## src/rtl/riscv_lsu_pkg.sv

```systemverilog
// Shared load-store unit types: access-size codes, FSM states, timeout default
// and the alignment/legality check applied to incoming requests.
package riscv_lsu_pkg;

  localparam logic [2:0] LDST_B  = 3'd0;
  localparam logic [2:0] LDST_H  = 3'd1;
  localparam logic [2:0] LDST_W  = 3'd2;
  localparam logic [2:0] LDST_BU = 3'd4;
  localparam logic [2:0] LDST_HU = 3'd5;

  localparam int unsigned LSU_TIMEOUT_DEFAULT = 255;

  typedef enum logic [1:0] {
    LSU_IDLE,
    LSU_REQ,
    LSU_RESP,
    LSU_DONE
  } lsu_state_e;

  // True when the size code is illegal or the address is misaligned for it
  function automatic logic lsu_check_fail(input logic [2:0] size, input logic [1:0] off);
    logic fail;
    case (size)
      LDST_B, LDST_BU: fail = 1'b0;
      LDST_H, LDST_HU: fail = off[0];
      LDST_W:          fail = (off != 2'b00);
      default:         fail = 1'b1;
    endcase
    return fail;
  endfunction

endpackage

```

## src/rtl/riscv_lsu_fmt.sv

```systemverilog
// Combinational data formatting for the LSU: store lane replication and byte
// enables, plus load byte/half extraction with sign or zero extension.
module riscv_lsu_fmt
  import riscv_lsu_pkg::*;
(
  input  logic        st_we_i,
  input  logic [2:0]  st_size_i,
  input  logic [1:0]  st_off_i,
  input  logic [31:0] st_data_i,
  output logic [3:0]  st_be_o,
  output logic [31:0] st_wdata_o,
  input  logic [2:0]  ld_size_i,
  input  logic [1:0]  ld_off_i,
  input  logic [31:0] ld_rdata_i,
  output logic [31:0] ld_data_o
);

  logic [7:0]  ld_byte;
  logic [15:0] ld_half;

  // Store side: loads always use a full-word enable and zero write data
  always_comb begin
    st_be_o    = '1;
    st_wdata_o = '0;
    if (st_we_i) begin
      case (st_size_i)
        LDST_B, LDST_BU: begin
          st_be_o    = 4'b0001 << st_off_i;
          st_wdata_o = {4{st_data_i[7:0]}};
        end
        LDST_H, LDST_HU: begin
          st_be_o    = st_off_i[1] ? 4'b1100 : 4'b0011;
          st_wdata_o = {2{st_data_i[15:0]}};
        end
        default: begin
          st_be_o    = 4'b1111;
          st_wdata_o = st_data_i;
        end
      endcase
    end
  end

  // Load side: pick the addressed lane, then extend according to size
  always_comb begin
    ld_byte = ld_rdata_i[{ld_off_i, 3'b000} +: 8];
    ld_half = ld_off_i[1] ? ld_rdata_i[31:16] : ld_rdata_i[15:0];
    case (ld_size_i)
      LDST_B:  ld_data_o = {{24{ld_byte[7]}}, ld_byte};
      LDST_BU: ld_data_o = {24'b0, ld_byte};
      LDST_H:  ld_data_o = {{16{ld_half[15]}}, ld_half};
      LDST_HU: ld_data_o = {16'b0, ld_half};
      default: ld_data_o = ld_rdata_i;
    endcase
  end

endmodule

```

## src/rtl/riscv_lsu.sv

```systemverilog
// Load-store unit: checks decoder requests, runs the req/gnt/rvalid handshake
// with data memory, stalls the core for the duration and returns load data.
module riscv_lsu
  import riscv_lsu_pkg::*;
#(
  parameter int unsigned TIMEOUT_CYCLES = LSU_TIMEOUT_DEFAULT
) (
  input  logic        clk_i,
  input  logic        arstn_i,
  input  logic        lsu_req_i,
  input  logic        lsu_we_i,
  input  logic [2:0]  lsu_size_i,
  input  logic [31:0] lsu_addr_i,
  input  logic [31:0] lsu_data_i,
  output logic        lsu_stall_req_o,
  output logic [31:0] lsu_data_o,
  output logic        lsu_err_o,
  output logic        data_req_o,
  output logic        data_we_o,
  output logic [3:0]  data_be_o,
  output logic [31:0] data_addr_o,
  output logic [31:0] data_wdata_o,
  input  logic        data_gnt_i,
  input  logic        data_rvalid_i,
  input  logic [31:0] data_rdata_i
);

  lsu_state_e  state_q, state_d;
  logic [31:0] cnt_q, cnt_d;
  logic        check_fail, accept, tmo_hit, tmo_abort;

  logic        we_q;
  logic [2:0]  size_q;
  logic [1:0]  off_q;
  logic        data_req_q, data_req_d;
  logic        data_we_q;
  logic [3:0]  be_q;
  logic [31:0] addr_q, wdata_q;
  logic        err_q, err_d;
  logic [31:0] ldata_q, ldata_d;

  logic [3:0]  fmt_be;
  logic [31:0] fmt_wdata, fmt_ldata;

  assign check_fail = (state_q == LSU_IDLE) && lsu_check_fail(lsu_size_i, lsu_addr_i[1:0]);
  assign accept     = (state_q == LSU_IDLE) && lsu_req_i && !check_fail;
  assign tmo_hit    = (TIMEOUT_CYCLES != 0) && (state_q inside {LSU_REQ, LSU_RESP})
                      && ((cnt_q + 32'd1) == TIMEOUT_CYCLES);

  riscv_lsu_fmt u_fmt (
    .st_we_i    (lsu_we_i),
    .st_size_i  (lsu_size_i),
    .st_off_i   (lsu_addr_i[1:0]),
    .st_data_i  (lsu_data_i),
    .st_be_o    (fmt_be),
    .st_wdata_o (fmt_wdata),
    .ld_size_i  (size_q),
    .ld_off_i   (off_q),
    .ld_rdata_i (data_rdata_i),
    .ld_data_o  (fmt_ldata)
  );

  // State and per-state cycle counter
  always_ff @(posedge clk_i or negedge arstn_i) begin
    if (!arstn_i) begin
      state_q <= LSU_IDLE;
      cnt_q   <= '0;
    end else begin
      state_q <= state_d;
      cnt_q   <= cnt_d;
    end
  end

  // Next state; a grant or response takes priority over a same-cycle timeout
  always_comb begin
    state_d = state_q;
    case (state_q)
      LSU_IDLE: if (accept) state_d = LSU_REQ;
      LSU_REQ: begin
        if (data_gnt_i)   state_d = LSU_RESP;
        else if (tmo_hit) state_d = LSU_DONE;
      end
      LSU_RESP: begin
        if (data_rvalid_i) state_d = LSU_DONE;
        else if (tmo_hit)  state_d = LSU_DONE;
      end
      default: state_d = LSU_IDLE;
    endcase
    // Counter restarts on every state entry and only runs while waiting on memory
    if ((state_d != state_q) || !(state_q inside {LSU_REQ, LSU_RESP})) cnt_d = '0;
    else                                                               cnt_d = cnt_q + 32'd1;
  end

  // Outputs: combinational stall plus next values of the registered outputs
  always_comb begin
    lsu_stall_req_o = lsu_req_i && !check_fail && (state_q != LSU_DONE);
    tmo_abort       = tmo_hit && (((state_q == LSU_REQ) && !data_gnt_i) ||
                                  ((state_q == LSU_RESP) && !data_rvalid_i));
    data_req_d      = (state_d == LSU_REQ);
    err_d           = (lsu_req_i && check_fail) || tmo_abort;
    ldata_d         = ldata_q;
    if ((state_q == LSU_RESP) && data_rvalid_i && !we_q) ldata_d = fmt_ldata;
  end

  // Registered memory interface, latched request and load result
  always_ff @(posedge clk_i or negedge arstn_i) begin
    if (!arstn_i) begin
      we_q       <= 1'b0;
      size_q     <= '0;
      off_q      <= '0;
      data_req_q <= 1'b0;
      data_we_q  <= 1'b0;
      be_q       <= '0;
      addr_q     <= '0;
      wdata_q    <= '0;
      err_q      <= 1'b0;
      ldata_q    <= '0;
    end else begin
      data_req_q <= data_req_d;
      err_q      <= err_d;
      ldata_q    <= ldata_d;
      if (accept) begin
        we_q      <= lsu_we_i;
        size_q    <= lsu_size_i;
        off_q     <= lsu_addr_i[1:0];
        data_we_q <= lsu_we_i;
        be_q      <= fmt_be;
        addr_q    <= {lsu_addr_i[31:2], 2'b00};
        wdata_q   <= fmt_wdata;
      end
    end
  end

  assign data_req_o   = data_req_q;
  assign data_we_o    = data_we_q;
  assign data_be_o    = be_q;
  assign data_addr_o  = addr_q;
  assign data_wdata_o = wdata_q;
  assign lsu_err_o    = err_q;
  assign lsu_data_o   = ldata_q;

endmodule

```

## config.mk

```make
export PLATFORM = sky130hd
export DESIGN_NAME = riscv_lsu
export DESIGN_NICKNAME = d
export VERILOG_FILES = /design/src/rtl/riscv_lsu_pkg.sv /design/src/rtl/riscv_lsu_fmt.sv /design/src/rtl/riscv_lsu.sv
export SDC_FILE = /design/constraint.sdc
export NUM_CORES = 1
export LEC_CHECK = 0
export CAP_MARGIN = 40
export CORE_MARGIN = 2
export CORE_UTILIZATION = 42
export CTS_CLUSTER_SIZE = 28
export DETAILED_ROUTE_END_ITERATION = 7
export HOLD_SLACK_MARGIN = 0.05
export PLACE_DENSITY = 0.69
export REMOVE_ABC_BUFFERS = 1
export SETUP_SLACK_MARGIN = 0.1
export SLEW_MARGIN = 20
export SYNTH_ARGS = -nofsm -noshare
export SYNTH_HDL_FRONTEND = slang
export SYNTH_HIERARCHICAL = 1
export SYNTH_SLANG_ARGS = --single-unit
```

## constraint.sdc

```tcl
create_clock -name clk_i -period 2.8 [get_ports clk_i]
set_clock_uncertainty 0.05 [all_clocks]
set_input_delay 0.84 -clock clk_i [delete_from_list [all_inputs] [get_ports clk_i]]
set_output_delay 0.84 -clock clk_i [all_outputs]
set_load 0.01 [all_outputs]
```

==> flow_summary.ini <==
[power_and_ir_drop]
fin_total_pwr_mw = 10.3
p_leak_nw = 4.76
p_int_mw = 6.80
seqPwrFrac = 0.314
power.share.switching = 0.343
power_frac_clock = 0.223
switchingPower_mw = 3.54
combPwrFrac = 0.463
power.density_nw_per_um2 = 928
vdd.ir_drop.worst_v = 0.000601

[cells_and_area]
final_util = 0.620
nets = 1085
antenna_cells = 0
syn_to_final_growth_pct = 44.9
layout-drive-gt1-share = 0.257
fill_cells = 1499

[clocking]
htreeDepth = 4
cts.sinks = 140
clock_path_buffers = 2
cts_tree = yes
cts-root-buf = clkbuf_16
cts_hold_buf = 0
numCtsBuffers = 17
clk_transition_reported_paths_ns = 0.07
clk_latency_ns = 0.43

[detailed_routing]
via_count = 6362
drc = 0
drtIter0Drc = 316
wl_per_cell_um = 16.8
routed_wl_um = 20400
first_pass_iters = 4
antenna_left = 0
vias_per_cell = 5.23

[sta]
fmax_mhz = 371
timing.final.crit_share = 0.964
setup_viol = 0
tns_ns = 0
whs_ns = 0.263
fin_ws_ns = 0.102
finalHoldViolCount = 0
period_needed_ns = 2.70
rsz0062_at_grt = true
slew_headroom = 0.483
tightest_slew_ns = 0.776
slew_violations = 0

[synthesis]
ys.flop_type = dfrtp_1
ys_ff_latch = 140
seq_area_frac_synth = 0.456
async_flop_share = 1.00
syn_avg_cell_area_um2 = 10.5
synth_commonest_cells = dfrtp_1, mux2_2, nand2_1
post-synth-top-count-cell = dfrtp_1
synth.distinct_cells = 61
synthTopCellsByArea = dfrtp_1, mux2_2, nand2_1
yosysTopAreaCellShare = 0.456
syn_inst = 730
synth_edf_count = 0
yosysWarnings = 6
syn-cell-area_um2 = 7690
synth_top_area_cell = dfrtp_1

[setup_path]
critical_path.slowest_cell = o31a_1
max_stage_delay_ns = 0.29
path_cells = buf_6, o31a_1, o221ai_1, buf_4, nand2_4, nor2_4, buf_6
crit_path_frequent_cell = buf_6
cp_num_buf_inv = 3
critPathTopFamily = compound AO/OA/AOI/OAI gates
ff2ff_setup_slack_ns = 0.22
worst-path-max-fanout = 2
critical_path_arrival_ns = 1.81
end_kind = primary output
required_ns = 1.91
crit_type = in -> out
cp-start-kind = input port

[flow_run]
maxCapViolations = 0

[floorplan]
fp-row-count = 49
core_um2 = 18000
fp.dieArea_um2 = 19400
initial_core_util = 0.428
die_h_um = 139
io_pins = 209
die_w_um = 139

[placement]
hpwl_um = 14400
pre_cts_ws_ns = -0.743
globalplace.congestion = 0.847
numPortBuffers = 206

[global_route]
grt_pass1_wl_um = 33200
grt_max_degree = 54
grtUsageTotal = 0.211
grt_pass1_vias = 6304
antenna_found_initial = 0
overflow = 0

[run_status]
outcome = complete, no violations

[min_path]
min_path_type = in -> async
==> power by group through the flow <==
stage	registers (mW)	clock network [mW]	logic (mW)
global route	3.34	2.47	5.13
finish	3.25	2.30	4.79
global placement	3.25	0	4.68
floorplan	3.61	0	1.91
CTS	3.25	2.36	4.76
detailed placement	3.28	0	4.72
==> worst paths after layout <==
path | start | to | cells past startpoint
max in group asynchronous | arstn_i | cnt_q[3] | 2
worst max register to register | cnt_q[0] | state_q[0] | 9
worst min register to register | lsu_data_o[27] | lsu_data_o[27] | 1
worst min-delay path | arstn_i | data_wdata_o[31] | 1
worst max-delay path | lsu_size_i[0] | lsu_stall_req_o | 7
min in group clk_i | lsu_data_o[27] | lsu_data_o[27] | 1
==> registers in the layout, summed over array words and instances (netlist names) <==
register      count
cnt_q            32
data_addr_o      30
data_be_o         4
data_req_o        1
data_wdata_o     32
data_we_o         1
lsu_data_o       32
lsu_err_o         1
off_q             2
size_q            3
state_q           2
==> cell type report <==
| type | instances | area, µm² | share of cell area |
|---|---|---|---|
| multi-input cells | 531 | 4030 | 0.362 |
| flip-flops and latches | 140 | 3510 | 0.315 |
| repair buffers | 272 | 2670 | 0.239 |
| well taps | 229 | 287 | 0.0257 |
| clock inverters | 15 | 179 | 0.0161 |
| clock buffers | 17 | 425 | 0.0382 |
| inverters | 12 | 45.0 | 0.00404 |
==> logic make-up after synthesis <==
family / Yosys count / share of synthesized area
simple gates: 247 / 0.171
fa+ha+maj: 6 / 0.00976
mux: 132 / 0.190
xor+xnor: 34 / 0.0387
other cells: 1 / 0.000488
buf+inv: 60 / 0.0364
flops: 140 / 0.456
compound gates: 110 / 0.0983
==> worst register-to-register path, stage by stage (launching register included) <==
cell and delay, ns:
dfrtp_2 0.42, ha_4 0.15, nand3_2 0.08, buf_6 0.16
or3_4 0.37, o21a_1 0.21, nor3_2 0.18, nand4_1 0.15
or3_4 0.45, o31ai_4 0.26
==> cells in the final DEF (no fill, tap or decap), drive strengths merged, types with 4 or more instances in the layout <==
master         instances
mux2i                 26
a21oi                 17
mux2                 106
nor3                  21
ha                     6
a31oi                  8
nor4                   9
nand3                 15
a211oi                19
and2                  20
nor2                  43
clkbuf                18
nor2b                 19
xnor2                 16
a21boi                 9
and4                   4
a22o                   7
clkdlybuf4s50        199
xor2                  18
nand4                 16
o21ai                 29
nand2                 81
and3                   6
or3                    4
dfrtp                140
buf                   71
inv                   20
==> routing by layer <==
layer | vias to the layer above | GRT usage | routed length, µm
met1 | 3081 | 0.277 | 9150
li1 | 3089 | - | -
met3 | 27 | 0.0530 | 1070
met5 | - | 0 | 0
met2 | 165 | 0.345 | 9840
met4 | 0 | 0.0675 | 380
==> through the flow <==
stage | std cells | cell area [µm²]
global placement | 1170 | 10300
finish | 1216 | 11100
CTS | 1203 | 10900
floorplan | 683 | 7460
detailed placement | 1170 | 10300
global route | 1216 | 11100
==> timing repair <==
| item | CTS | global route |
|---|---|---|
| resized for setup | 28 | 22 |
| buffers inserted | 1 | 13 |
| hold endpoints to repair | 0 | 0 |
| setup endpoints to repair | 2 | 13 |
| pin swaps | 3 | 10 |
Power figures use the tool's default switching activity.
